[config.mk]
export PLATFORM = sky130hd
export DESIGN_NAME = framebuffer_writer
export DESIGN_NICKNAME = d
export VERILOG_FILES = /design/src/rtl/framebuffer_writer.sv
export SDC_FILE = /design/constraint.sdc
export NUM_CORES = 1
export LEC_CHECK = 0
export CAP_MARGIN = 20
export CORE_MARGIN = 2
export CORE_UTILIZATION = 37
export CTS_BUF_LIST = sky130_fd_sc_hd__clkbuf_4 sky130_fd_sc_hd__clkbuf_8 sky130_fd_sc_hd__clkbuf_16
export CTS_CLUSTER_DIAMETER = 50
export DETAILED_ROUTE_END_ITERATION = 7
export DONT_BUFFER_PORTS = 1
export GPL_TIMING_DRIVEN = 0
export RECOVER_POWER = 100
export SYNTH_ARGS = -nofsm -noshare
export SYNTH_HDL_FRONTEND = slang
export SYNTH_SLANG_ARGS = --single-unit
export TNS_END_PERCENT = 100
[constraint.sdc]
create_clock -name clk -period 3.4 [get_ports clk]
set_clock_uncertainty 0.05 [all_clocks]
set_input_delay 0.68 -clock clk [delete_from_list [all_inputs] [get_ports clk]]
set_output_delay 0.68 -clock clk [all_outputs]
set_load 0.02 [all_outputs]
[src/rtl/framebuffer_writer.sv]
// Pixel stream sink: clips, maps to linear address, buffers and writes
// to framebuffer memory; also sweeps the whole buffer with a clear colour.
module framebuffer_writer #(
    parameter int          H_RES       = 320,
    parameter int          V_RES       = 240,
    parameter int          FIFO_DEPTH  = 4,
    parameter int          ADDR_W      = 17,
    parameter logic [11:0] CLEAR_COLOR = 12'h000
) (
    input  logic              clk,
    input  logic              reset,
    input  logic [8:0]        X_in,
    input  logic [7:0]        Y_in,
    input  logic [11:0]       Color_in,
    input  logic              writeEn_in,
    input  logic              clear_req,
    input  logic              mem_ready,
    output logic [ADDR_W-1:0] mem_addr,
    output logic [11:0]       mem_data,
    output logic              mem_wren,
    output logic              busy,
    output logic              clear_done,
    output logic [15:0]       clip_count,
    output logic [15:0]       overflow_count
);

    localparam int PTR_W = $clog2(FIFO_DEPTH);
    localparam int ENT_W = ADDR_W + 12;
    localparam logic [8:0] H_LIM = 9'(H_RES);
    localparam logic [7:0] V_LIM = 8'(V_RES);
    localparam logic [ADDR_W-1:0] LAST_ADDR = ADDR_W'(H_RES * V_RES - 1);
    localparam logic [PTR_W:0] FULL_CNT = (PTR_W + 1)'(FIFO_DEPTH);

    typedef enum logic {STREAM, CLEAR} state_t;

    state_t state, state_next;

    logic [ENT_W-1:0]  fifo_q [FIFO_DEPTH];
    logic [PTR_W-1:0]  wr_ptr, rd_ptr;
    logic [PTR_W:0]    count;
    logic [ADDR_W-1:0] sweep_addr;
    logic              clear_pending;

    logic [ADDR_W-1:0] pix_addr;
    logic [ENT_W-1:0]  head;
    logic              on_screen, full, empty;
    logic              push, pop, go_clear, sweep_last;
    logic              clip_inc, ovf_inc;

    // y*320 + x as two shifted copies of y
    assign pix_addr = (ADDR_W'(Y_in) << 8) + (ADDR_W'(Y_in) << 6)
                    + ADDR_W'(X_in);
    assign on_screen = (X_in < H_LIM) && (Y_in < V_LIM);

    assign full  = (count == FULL_CNT);
    assign empty = (count == '0);
    assign head  = fifo_q[rd_ptr];

    assign pop  = (state == STREAM) && !empty && mem_ready;
    assign push = (state == STREAM) && writeEn_in && on_screen
               && (!full || pop);

    assign clip_inc = writeEn_in && !on_screen;
    assign ovf_inc  = writeEn_in && on_screen && !push;

    // Switch only when no beat is left hanging on the bus
    assign go_clear   = (state == STREAM) && clear_pending
                     && (!mem_wren || mem_ready);
    assign sweep_last = (state == CLEAR) && mem_ready
                     && (sweep_addr == LAST_ADDR);

    assign busy = clear_pending || (state == CLEAR);

    always_ff @(posedge clk or posedge reset) begin
        if (reset) state <= STREAM;
        else       state <= state_next;
    end

    always_comb begin
        state_next = state;
        mem_wren   = 1'b0;
        mem_addr   = '0;
        mem_data   = '0;
        case (state)
            STREAM: begin
                if (!empty) begin
                    mem_wren = 1'b1;
                    mem_addr = head[ENT_W-1:12];
                    mem_data = head[11:0];
                end
                if (go_clear) state_next = CLEAR;
            end
            CLEAR: begin
                mem_wren = 1'b1;
                mem_addr = sweep_addr;
                mem_data = CLEAR_COLOR;
                if (sweep_last) state_next = STREAM;
            end
            default: state_next = STREAM;
        endcase
    end

    always_ff @(posedge clk) begin
        if (push) fifo_q[wr_ptr] <= {pix_addr, Color_in};
    end

    always_ff @(posedge clk or posedge reset) begin
        if (reset) begin
            wr_ptr         <= '0;
            rd_ptr         <= '0;
            count          <= '0;
            sweep_addr     <= '0;
            clear_pending  <= 1'b0;
            clear_done     <= 1'b0;
            clip_count     <= '0;
            overflow_count <= '0;
        end else begin
            if (go_clear) begin
                wr_ptr <= '0;
                rd_ptr <= '0;
                count  <= '0;
            end else begin
                if (push) wr_ptr <= wr_ptr + 1'b1;
                if (pop)  rd_ptr <= rd_ptr + 1'b1;
                count <= count + (PTR_W + 1)'(push) - (PTR_W + 1)'(pop);
            end

            if (go_clear)
                sweep_addr <= '0;
            else if (state == CLEAR && mem_ready)
                sweep_addr <= sweep_addr + 1'b1;

            if (go_clear)
                clear_pending <= 1'b0;
            else if (state == STREAM && clear_req && !busy)
                clear_pending <= 1'b1;

            clear_done <= sweep_last;

            if (clip_inc && clip_count != 16'hFFFF)
                clip_count <= clip_count + 16'd1;
            if (ovf_inc && overflow_count != 16'hFFFF)
                overflow_count <= overflow_count + 16'd1;
        end
    end

endmodule

==> flow_summary_export.csv <==
group,metric,value,unit
clock_tree,numClockSinks,175,
synthesis,synth.most_common_cell,"edfxtp_1",
synthesis,synth_area_per_cell,15.2,um^2
sta,hold_violations,0,
route,drt_iter0_drc,216,
worst_setup_path,cp.required,3.64,ns
global_route,grt_antenna_before_repair,0,
worst_setup_path,worstPathCellList,"clkbuf_1 -> clkbuf_1 -> a31o_2 -> nor2_1 -> inv_1 -> ha_1 -> inv_1 -> ha_1 -> inv_1 -> fa_1 -> xor2_1 -> xnor2_1 -> nor2_1",
final_layout,diodes,0,
synthesis,syn_nets,578,
clock_tree,cts.clk_slew.worst_paths,0.08,ns
synthesis,ys_async_sr_fraction,0.337,
worst_setup_path,critical_path.max_stage_delay,0.39,ns
worst_setup_path,cp_top_family,"adder cells",
route,drcViolationCount,0,
power,comb_power_share,0.090,
min_path,whs_endpoint,"fifo_q[0][6]$_DFFE_PP_",
global_route,overflow,0,
worst_setup_path,worstSetupPathType,"reg -> reg",
die,io_pins,98,
run,cap_violations,1,
clock_tree,numCtsBuffers,17,
die,num_rows,53,
power,sw_frac_of_total,0.285,
min_path,hold_depth,0,
place,place.gp.congestion,0.836,
sta,fin_tns_setup,0,ns
global_route,grt_pass1_vias,4638,
route,vias_per_cell,5.32,
sta,max_freq,331,MHz
die,die_h,150,um
route,vias,4392,
final_layout,final_cells,825,
route,postRouteAntennaNets,0,
synthesis,synth_top_area_frac,0.443,
sta,tightest_slew,1.80,ns
route,wl,16000,um
synthesis,synthDistinctLibCells,57,
outcome,violations,"max-capacitance violations, max-slew violations",
worst_setup_path,critPathLaunchType,"flop",
worst_setup_path,crit_top_cell,"inv_1",
worst_setup_path,path_buf_inv,5,
clock_tree,cts-root-buf,"clkbuf_16",
power,p_leak,0.00323,uW
final_layout,fill_cells,1944,
final_layout,areaGrowthSynthToFinish,11.6,%
power,p_int,3690,uW
synthesis,yosys-top-cells-area,"edfxtp_1, dfrtp_1, mux4_2",
synthesis,synth_edf_count,116,
die,coreArea,21000,um^2
power,p_total,5150,uW
place,io_buffer_count,0,
die,floorplan.initialDensity,0.375,
sta,slew-limit-headroom,-0.200,
sta,slew_violations,32,
synthesis,ys_ff_latch,175,
worst_setup_path,rr_startpoint,"state$_DFF_PP0_",
power,clock_power_share,0.390,
die,die_w,150,um
min_path,min_path_type,"in -> reg",
global_route,track_usage,0.151,
synthesis,synth_area,7860,um^2
clock_tree,cts-hold-fix-buffers,0,
clock_tree,clk_latency,0.42,ns
synthesis,synth_flop_cell,"edfxtp_1",
die,die_area,22400,um^2
route,wl_per_cell,19.4,um
synthesis,yosysWarnings,0,
clock_tree,htree_levels,4,
worst_setup_path,worstRegToRegCells,13,
sta,finalCritPeriodShare,0.888,
final_layout,nNetsFinal,598,
sta,rsz0062_at_grt,"false",
worst_setup_path,worstPathMaxFanout,10,
power,p_switching,1470,uW
final_layout,drive_gt1_frac,0.151,
worst_setup_path,critPathArrivalTime,3.26,ns
synthesis,seq_area_frac_synth,0.631,
clock_tree,cts_buffer_depth,2,
power,seq_power_share,0.520,
worst_setup_path,cp-end-kind,"flop",
synthesis,yosysTopAreaCell,"edfxtp_1",
sta,setup_viol_count_final,0,
power,p_per_area,587,nW/um^2
worst_setup_path,r2r-end,"count[2]$_DFF_PP0_",
synthesis,synth_common_cells,"edfxtp_1, dfrtp_1, xnor2_1",
worst_setup_path,r2r_setup_slack,0.38,ns
synthesis,syn-instance-count,517,
min_path,holdCritStartpoint,"Color_in[6]",
sta,fin_crit,3.02,ns
global_route,grt_max_degree,32,
worst_setup_path,worst_path_max_delay_cell,"fa_1",
place,dp.cells,793,
outcome,status,"finished, violations left",
clock_tree,cts_tree,"yes",
global_route,grt_pass1_wl,25600,um
place,hpwl,11200,um
route,first_pass_iters,4,
power,ir_drop,314,uV
[registers in the layout, indices dropped and copies added, names as in the netlist]
signal,count
fifo_q,116
sweep_addr,17
clip_count,16
overflow_count,16
count,3
rd_ptr,2
wr_ptr,2
clear_done,1
clear_pending,1
state,1
[what timing repair did]
action                     in CTS  in global routing
setup endpoints to repair       0                  2
buffers inserted                0                  0
gates resized for setup         0                  2
[layer usage]
layer,vias up,GRT usage,wire length (um)
li1,1990,-,-
met5,-,0,0
met4,0,0.0425,245
met1,2278,0.190,6700
met2,107,0.249,7930
met3,17,0.0527,1160
[worst max-delay path by stage]
stage / cells after the start / endpoint / start
finish: 13 / count[2]$_DFF_PP0_ / state$_DFF_PP0_
global route: 13 / count[2]$_DFF_PP0_ / state$_DFF_PP0_
CTS: 5 / mem_addr[15] / count[1]$_DFF_PP0_
detailed placement: 12 / count[2]$_DFF_PP0_ / X_in[7]
global placement: 4 / fifo_q[2][0]$_DFFE_PP_ / X_in[7]
floorplan: 9 / fifo_q[0][27]$_DFFE_PP_ / X_in[8]
[per-stage QoR]
stage | setup WS (ns) | hold WS, ns | util | instance area [um^2]
after floorplan | 0.308 | 0.448 | - | 7860
after global placement | -0.333 | 0.477 | 0.391 | 8200
after detailed placement | -0.00732 | 0.489 | 0.393 | 8230
after CTS | 0.157 | 0.176 | 0.423 | 8860
after global routing | 0.131 | 0.262 | 0.419 | 8770
final | 0.382 | 0.292 | 0.419 | 8770
[power by group through the flow]
| stage | sequential [uW] | combinational [uW] | clock, uW |
|---|---|---|---|
| after floorplan | 2660 | 390 | 0 |
| after CTS | 2680 | 481 | 2060 |
| after global routing | 2700 | 525 | 2140 |
| after detailed placement | 2720 | 480 | 0 |
| after global placement | 2710 | 452 | 0 |
| final | 2680 | 466 | 2010 |
[logic make-up after synthesis]
family,count (synthesis),synth area share
multiplexers,31,0.0860
flip-flops,175,0.631
XOR/XNOR,55,0.0613
AND/OR/NAND/NOR,149,0.107
adder cells (fa/ha/maj),27,0.0459
buffers and inverters,32,0.0207
AO/OA/AOI/OAI,48,0.0476
[final cells by class]
| cell class | instances | area [um^2] | area share |
|---|---|---|---|
| Sequential cell | 175 | 4960 | 0.565 |
| Multi-Input combinational cell | 310 | 2710 | 0.309 |
| Clock buffer | 17 | 425 | 0.0485 |
| Tap cell | 275 | 344 | 0.0392 |
| Clock inverter | 15 | 205 | 0.0234 |
| Buffer | 17 | 68.8 | 0.00785 |
| Inverter | 15 | 56.3 | 0.00642 |
| Timing Repair Buffer | 1 | 3.75 | 0.000428 |
[worst register-to-register path: stages (launching register included)]
cell and delay (ns):
dfrtp_1 0.36, clkbuf_1 0.17, clkbuf_1 0.29, a31o_2 0.32, nor2_1 0.36, inv_1 0.09, ha_1 0.28, inv_1 0.05
ha_1 0.13, inv_1 0.05, fa_1 0.39, xor2_1 0.17, xnor2_1 0.13, nor2_1 0.05
[cell usage in the layout, fill, tap and decap left out, drive strengths merged, types with 8 or more instances in the layout]
master and n:
xnor2 35, edfxtp 116, clkbuf 35, o21ai 8, nand3 17, inv 22, a22o 16, nor2 36
nand4 16, nand2 19, and3 13, and2 20, xor2 20, mux4 29, ha 24, dfrtp 59
Power figures use the tool's default switching activity.
